--- src/rtl/alu_pkg.sv ---
// -----------------------------------------------------------------------------
// alu_pkg
//   Shared definitions for the ALU and its sharing arbiter: datapath width,
//   opcode encoding, requester port indices and the exec-stage state type.
// -----------------------------------------------------------------------------
package alu_pkg;

    localparam int XLEN = 32;

    localparam logic [3:0] OP_ADD  = 4'd0;
    localparam logic [3:0] OP_SUB  = 4'd1;
    localparam logic [3:0] OP_AND  = 4'd2;
    localparam logic [3:0] OP_OR   = 4'd3;
    localparam logic [3:0] OP_XOR  = 4'd4;
    localparam logic [3:0] OP_SLT  = 4'd5;
    localparam logic [3:0] OP_SLTU = 4'd6;

    localparam int PORT_EXEC = 0;   // execute path
    localparam int PORT_HELP = 1;   // address/branch helper
    localparam int NUM_PORTS = 2;

    typedef enum logic {
        ST_IDLE = 1'b0,
        ST_EXEC = 1'b1
    } exec_state_t;

endpackage

--- src/rtl/alu.sv ---
// -----------------------------------------------------------------------------
// alu
//   Purely combinational integer ALU.
//   Ports:
//     a, b    in   XLEN  operands
//     op      in   4     opcode (alu_pkg encoding)
//     result  out  XLEN  result; 0 for opcodes outside the supported set
// -----------------------------------------------------------------------------
module alu
    import alu_pkg::*;
(
    input  logic [XLEN-1:0] a,
    input  logic [XLEN-1:0] b,
    input  logic [3:0]      op,
    output logic [XLEN-1:0] result
);

    logic signed [XLEN-1:0] a_s;
    logic signed [XLEN-1:0] b_s;

    assign a_s = a;
    assign b_s = b;

    always_comb begin
        result = '0;
        case (op)
            OP_ADD:  result = a + b;
            OP_SUB:  result = a - b;
            OP_AND:  result = a & b;
            OP_OR:   result = a | b;
            OP_XOR:  result = a ^ b;
            OP_SLT:  result = {{(XLEN-1){1'b0}}, (a_s < b_s)};
            OP_SLTU: result = {{(XLEN-1){1'b0}}, (a < b)};
            default: result = '0;
        endcase
    end

endmodule

--- src/rtl/alu_rr_arb2.sv ---
// -----------------------------------------------------------------------------
// alu_rr_arb2
//   Two-way arbiter with round-robin or fixed-priority tie breaking.
//   Ports:
//     clk, rst  in   1  clock, asynchronous active-high reset
//     en        in   1  grants are suppressed while low
//     elig      in   2  per-port eligibility
//     grant     out  2  one-hot (or zero) grant
// -----------------------------------------------------------------------------
module alu_rr_arb2 #(
    parameter bit FIXED_PRIO = 1'b0
) (
    input  logic       clk,
    input  logic       rst,
    input  logic       en,
    input  logic [1:0] elig,
    output logic [1:0] grant
);

    // Index of the most recently granted port; resets to 1 so port 0 wins
    // the first tie.
    logic last_grant;

    always_comb begin
        grant = 2'b00;
        if (en) begin
            case (elig)
                2'b01:   grant = 2'b01;
                2'b10:   grant = 2'b10;
                2'b11:   grant = (FIXED_PRIO || last_grant) ? 2'b01 : 2'b10;
                default: grant = 2'b00;
            endcase
        end
    end

    always_ff @(posedge clk or posedge rst) begin
        if (rst) begin
            last_grant <= 1'b1;
        end else if (|grant) begin
            last_grant <= grant[1];
        end
    end

endmodule

--- src/rtl/alu_share_arbiter.sv ---
// -----------------------------------------------------------------------------
// alu_share_arbiter
//   Shares one ALU between the execute path (port 0) and the address/branch
//   helper (port 1). An accepted request is latched into a one-cycle exec
//   stage, and its result lands in the owner's response register on the
//   following edge. Each port has at most one operation outstanding.
//   Ports (index p in {0,1}):
//     clk, rst          in   1      clock, asynchronous active-high reset
//     req_valid_i[p]    in   1      request present
//     req_ready_o[p]    out  1      request accepted when valid && ready
//     req_a_i/b_i[p]    in   XLEN   operands
//     req_op_i[p]       in   4      opcode
//     req_tag_i[p]      in   TAG_W  tag, echoed on the response
//     rsp_valid_o[p]    out  1      response register holds a result
//     rsp_ready_i[p]    in   1      response consumed when valid && ready
//     rsp_result_o[p]   out  XLEN   result
//     rsp_zero_o[p]     out  1      result == 0
//     rsp_illegal_o[p]  out  1      opcode outside the supported set
//     rsp_tag_o[p]      out  TAG_W  tag of the operation
// -----------------------------------------------------------------------------
module alu_share_arbiter
    import alu_pkg::*;
#(
    parameter int TAG_W      = 4,
    parameter bit FIXED_PRIO = 1'b0
) (
    input  logic              clk,
    input  logic              rst,
    input  logic [1:0]        req_valid_i,
    output logic [1:0]        req_ready_o,
    input  logic [XLEN-1:0]   req_a_i      [NUM_PORTS],
    input  logic [XLEN-1:0]   req_b_i      [NUM_PORTS],
    input  logic [3:0]        req_op_i     [NUM_PORTS],
    input  logic [TAG_W-1:0]  req_tag_i    [NUM_PORTS],
    output logic [1:0]        rsp_valid_o,
    input  logic [1:0]        rsp_ready_i,
    output logic [XLEN-1:0]   rsp_result_o [NUM_PORTS],
    output logic [1:0]        rsp_zero_o,
    output logic [1:0]        rsp_illegal_o,
    output logic [TAG_W-1:0]  rsp_tag_o    [NUM_PORTS]
);

    function automatic logic op_legal(input logic [3:0] op);
        case (op)
            OP_ADD, OP_SUB, OP_AND, OP_OR, OP_XOR, OP_SLT, OP_SLTU: return 1'b1;
            default: return 1'b0;
        endcase
    endfunction

    logic [1:0]       eligible;
    logic [1:0]       grant;
    logic             gnt_any;
    logic             gnt_idx;

    exec_state_t      state_p1;
    logic             owner_p1;
    logic [XLEN-1:0]  a_p1;
    logic [XLEN-1:0]  b_p1;
    logic [3:0]       op_p1;
    logic [TAG_W-1:0] tag_p1;

    logic [XLEN-1:0]  alu_res;
    logic [XLEN-1:0]  res_p1;
    logic             legal_p1;

    // A port with a result waiting or an op in exec may not issue again.
    always_comb begin
        eligible = 2'b00;
        for (int p = 0; p < NUM_PORTS; p++) begin
            eligible[p] = req_valid_i[p] && !rsp_valid_o[p] &&
                          !((state_p1 == ST_EXEC) && (owner_p1 == 1'(p)));
        end
    end

    alu_rr_arb2 #(
        .FIXED_PRIO (FIXED_PRIO)
    ) u_arb (
        .clk   (clk),
        .rst   (rst),
        .en    (!rst),
        .elig  (eligible),
        .grant (grant)
    );

    assign req_ready_o = grant;
    assign gnt_any     = |grant;
    assign gnt_idx     = grant[1];

    // ---- stage p0 -> p1: latch the accepted request into exec ----
    always_ff @(posedge clk) begin
        if (gnt_any) begin
            a_p1   <= req_a_i[gnt_idx];
            b_p1   <= req_b_i[gnt_idx];
            op_p1  <= req_op_i[gnt_idx];
            tag_p1 <= req_tag_i[gnt_idx];
        end
    end

    always_ff @(posedge clk or posedge rst) begin
        if (rst) begin
            state_p1 <= ST_IDLE;
            owner_p1 <= 1'b0;
        end else begin
            case (state_p1)
                ST_IDLE: begin
                    if (gnt_any) begin
                        state_p1 <= ST_EXEC;
                        owner_p1 <= gnt_idx;
                    end
                end
                ST_EXEC: begin
                    // Exec always retires after one cycle; stay only for a
                    // back-to-back grant to the other port.
                    if (gnt_any) begin
                        owner_p1 <= gnt_idx;
                    end else begin
                        state_p1 <= ST_IDLE;
                    end
                end
                default: state_p1 <= ST_IDLE;
            endcase
        end
    end

    alu u_alu (
        .a      (a_p1),
        .b      (b_p1),
        .op     (op_p1),
        .result (alu_res)
    );

    assign legal_p1 = op_legal(op_p1);
    assign res_p1   = legal_p1 ? alu_res : '0;

    // ---- stage p1 -> p2: retire exec into the owner's response register ----
    always_ff @(posedge clk or posedge rst) begin
        if (rst) begin
            rsp_valid_o   <= 2'b00;
            rsp_zero_o    <= 2'b00;
            rsp_illegal_o <= 2'b00;
            for (int p = 0; p < NUM_PORTS; p++) begin
                rsp_result_o[p] <= '0;
                rsp_tag_o[p]    <= '0;
            end
        end else begin
            for (int p = 0; p < NUM_PORTS; p++) begin
                // The owner's response register is known empty here, so a
                // retire never collides with a drain on the same port.
                if ((state_p1 == ST_EXEC) && (owner_p1 == 1'(p))) begin
                    rsp_valid_o[p]   <= 1'b1;
                    rsp_result_o[p]  <= res_p1;
                    rsp_zero_o[p]    <= (res_p1 == '0);
                    rsp_illegal_o[p] <= !legal_p1;
                    rsp_tag_o[p]     <= tag_p1;
                end else if (rsp_ready_i[p]) begin
                    rsp_valid_o[p] <= 1'b0;
                end
            end
        end
    end

endmodule

--- config.mk ---
export PLATFORM = sky130hd
export DESIGN_NAME = alu_share_arbiter
export DESIGN_NICKNAME = d
export VERILOG_FILES = /design/src/rtl/alu_pkg.sv /design/src/rtl/alu.sv /design/src/rtl/alu_rr_arb2.sv /design/src/rtl/alu_share_arbiter.sv
export SDC_FILE = /design/constraint.sdc
export NUM_CORES = 1
export LEC_CHECK = 0
export CAP_MARGIN = 10
export CORE_ASPECT_RATIO = 1.1
export CORE_MARGIN = 2
export CORE_UTILIZATION = 57
export DETAILED_ROUTE_END_ITERATION = 8
export PLACE_DENSITY = 0.87
export RECOVER_POWER = 50
export SETUP_SLACK_MARGIN = 0.1
export SYNTH_ARGS = -nofsm -noshare
export SYNTH_HDL_FRONTEND = slang
export SYNTH_HIERARCHICAL = 1
export SYNTH_SLANG_ARGS = --single-unit
--- constraint.sdc ---
create_clock -name clk -period 8.5 [get_ports clk]
set_input_delay 1.275 -clock clk [delete_from_list [all_inputs] [get_ports clk]]
set_output_delay 1.275 -clock clk [all_outputs]
set_load 0.01 [all_outputs]
==> flow_metrics.env <==
export IMPL_gr_total_overflow=0
export IMPL_ys_seq_area_share_pct=37.4
export IMPL_io_pins=230
export IMPL_dieArea_mm2=0.0208
export IMPL_synth_common_cells="nand2_1, ha_1, inv_1, a21oi_1, dfrtp_1"
export IMPL_cts_sinks=153
export IMPL_yosys_top_cells_area="edfxtp_1, dfrtp_1, ha_1"
export IMPL_slew_violations=263
export IMPL_clk_pin_slew_worst_paths_ps=70
export IMPL_fillerInstances=1400
export IMPL_cts_resized_gates=0
export IMPL_tightest_slew_ps=2840
export IMPL_cp_start_kind="flop"
export IMPL_hp_class="flop to flop"
export IMPL_fmaxAchievable_mhz=182
export IMPL_ys_async_sr_fraction_pct=52.9
export IMPL_syn_to_final_growth_pct=25.5
export IMPL_core_area_mm2=0.0192
export IMPL_numCtsBuffers=17
export IMPL_ys_warn_count=6
export IMPL_root_buffer="clkbuf_16"
export IMPL_rr_startpoint="owner_p1$_DFFE_PP0P_"
export IMPL_r2r_setup_slack_ps=3460
export IMPL_drv_cap=5
export IMPL_grt_max_degree=75
export IMPL_num_antenna_cells=0
export IMPL_wl_per_cell_um=20.2
export IMPL_ys_ff_latch=153
export IMPL_synth_top_area_share_pct=19.3
export IMPL_crit_family="simple AND/OR/NAND/NOR gates"
export IMPL_htree_levels=4
export IMPL_layout_nets=1665
export IMPL_setup_violations=0
export IMPL_path_cells="nand2b_1 > and3_1 > nand2_1 > a21oi_1 > clkdlybuf4s50_1"
export IMPL_cp_num_buf_inv=1
export IMPL_syn_num_nets=1480
export IMPL_ys_types=78
export IMPL_cp_arrival_ps=4230
export IMPL_setup_tns_ps=0
export IMPL_max_stage_delay_ps=1970
export IMPL_endpoint_kind="output pin"
export IMPL_synth_ff_type="dfrtp_1"
export IMPL_syn_inst=1225
export IMPL_ctsLongestPathBuffers=2
export IMPL_fin_crit_ps=5500
export IMPL_vias=10400
export IMPL_gp_congestion=0.993
export IMPL_outcome="finished, violations left"
export IMPL_power_density_mw_per_mm2=303
export IMPL_synth_edf_count=72
export IMPL_hold_start="rsp_result_o[61]$_DFFE_PP0P_"
export IMPL_syn_avg_cell_area_um2=9.16
export IMPL_dp_hpwl_um=24600
export IMPL_fp_dieW_um=138
export IMPL_r2r_end="a_p1[21]$_DFFE_PP_"
export IMPL_grt_pass1_vias=10100
export IMPL_violations="max-capacitance violations, max-slew violations"
export IMPL_worst_ep_required_time_ps=7220
export IMPL_drt_iter0_drc=958
export IMPL_slowest_stage="nand2b_1"
export IMPL_peakVddDrop_v=0.000360
export IMPL_dr_pass1_iters=8
export IMPL_rr_worst_depth=5
export IMPL_cts_setup_buffers=0
export IMPL_power_leakage_nw=6.03
export IMPL_slew_headroom_pct=-90.4
export IMPL_routed_via_density=6.20
export IMPL_io_buffers=229
export IMPL_hold_viol_final=0
export IMPL_holdPathStages=2
export IMPL_yosysTopAreaCell="edfxtp_1"
export IMPL_synth_area_mm2=0.0112
export IMPL_drtAntennaViolNets=0
export IMPL_initial_utilization_pct=58.3
export IMPL_grt_pass1_wl_um=52300
export IMPL_path_class="flop to output pin"
export IMPL_whs_endpoint="rsp_result_o[61]$_DFFE_PP0P_"
export IMPL_multi_input_area_mm2=0.00626
export IMPL_antenna_found_initial=0
export IMPL_cts_tree="yes"
export IMPL_wl_um=33700
export IMPL_synth_most_common_cell="nand2_1"
export IMPL_drive_above_1_share_pct=9.70
export IMPL_regArea_mm2=0.00419
export IMPL_skew_ps=16.4
export IMPL_cts_hold_buffers=0
export IMPL_insertion_delay_ps=440
export IMPL_track_usage_pct=32.6
export IMPL_crit_fanout=73
export IMPL_rows=53
export IMPL_post_route_period_util_pct=64.8
export IMPL_drc_errors=0
export IMPL_grt_setup_unrepaired="no"
export IMPL_finish_utilization_pct=73.2
export IMPL_die_h_um=151
-- metrics by stage --
| step | area (µm²) | instances | hold slack, ps | total power, mW | setup slack (ps) |
|---|---|---|---|---|---|
| 6_report | 14100 | 1670 | 482 | 4.26 | 3000 |
| 5_1_grt | 14100 | 1670 | 501 | 4.52 | 2700 |
| 4_1_cts | 14100 | 1670 | 488 | 4.31 | 3810 |
| 3_5_place_dp | 13500 | 1638 | 472 | 3.51 | 3430 |
| 3_3_place_gp | 13500 | 1638 | 461 | 3.45 | 3590 |
| 2_1_floorplan | 11200 | 1225 | 470 | 2.68 | 3110 |
-- routing by layer --
| layer | vias up | wire length [µm] | share of wire (%) | GRT usage [%] |
|---|---|---|---|---|
| met5 | - | 0 | 0 | 0 |
| met4 | 0 | 1040 | 3.1 | 12.8 |
| met3 | 92 | 2810 | 8.3 | 6.83 |
| met2 | 551 | 16300 | 48 | 55.0 |
| met1 | 4957 | 13500 | 40 | 40.9 |
| li1 | 4753 | - | - | - |
-- worst max-delay path by stage --
| stage | from | endpoint | slack [ps] | cells after the start |
|---|---|---|---|---|
| after global routing | owner_p1$_DFFE_PP0P_ | req_ready_o[0] | 2700 | 5 |
| after CTS | rst | req_ready_o[1] | 3810 | 5 |
| after global placement | rst | a_p1[19]$_DFFE_PP_ | 3590 | 6 |
| after floorplan | rst | a_p1[0]$_DFFE_PP_ | 3110 | 6 |
| after detailed placement | rst | a_p1[19]$_DFFE_PP_ | 3430 | 6 |
| final | owner_p1$_DFFE_PP0P_ | req_ready_o[0] | 3000 | 5 |
-- logic make-up after synthesis --
family,Yosys count,share of synthesized area [%]
flops,153,37.4
simple gates,328,13.4
fa+ha+maj,105,11.8
buf+inv,174,6.88
compound gates,362,20.4
mux,89,8.96
xor+xnor,14,1.09
-- tightest hold or removal path, cell delays in order, from the launching register on --
cell and delay, ps:
dfrtp_1 340, nand2_1 50, o21ai_0 60
-- sequential cells by signal, summed over array words and instances (netlist names) --
| register | cells |
|---|---|
| rsp_valid_o | 2 |
| state_p1 | 1 |
| rsp_tag_o | 8 |
| rsp_zero_o | 2 |
| rsp_illegal_o | 2 |
| u_arb/last_grant | 1 |
| op_p1 | 4 |
| rsp_result_o | 64 |
| b_p1 | 32 |
| a_p1 | 32 |
| owner_p1 | 1 |
| tag_p1 | 4 |
-- cell usage in the layout (no fill, tap or decap), types with 9 or more instances in the layout --
cell type,instances
edfxtp_1,72
nor2_1,65
a21oi_1,86
o221ai_1,10
clkbuf_16,17
a31oi_1,11
o21a_1,11
dlygate4sd3_1,80
nor4_1,13
nor3_1,18
a21o_1,14
o21ai_1,51
xnor2_1,11
and2_1,11
o21ai_0,70
dfrtp_1,80
a211oi_1,12
inv_1,98
o211ai_1,12
nand2_1,145
a22oi_1,9
or3_1,11
o21bai_1,16
clkdlybuf4s50_1,149
mux2_2,78
nand4_1,9
a221oi_1,13
nand3_1,17
ha_1,103
-- report_power, final --
part           total, mW  internal (mW)  switching [mW]  leakage (nW)
clock network      0.781          0.424           0.356         0.293
registers           1.24           1.07           0.165          1.76
logic               2.24          0.905            1.34          3.98
-- area by class of cell --
cell class	instances	area share, %
inverters	103	2.75
flip-flops and latches	153	29.8
clock buffers	18	3.12
clock inverters	14	1.08
well taps	247	2.19
multi-input cells	898	44.4
repair buffers	237	16.7
Power figures use the tool's default switching activity.
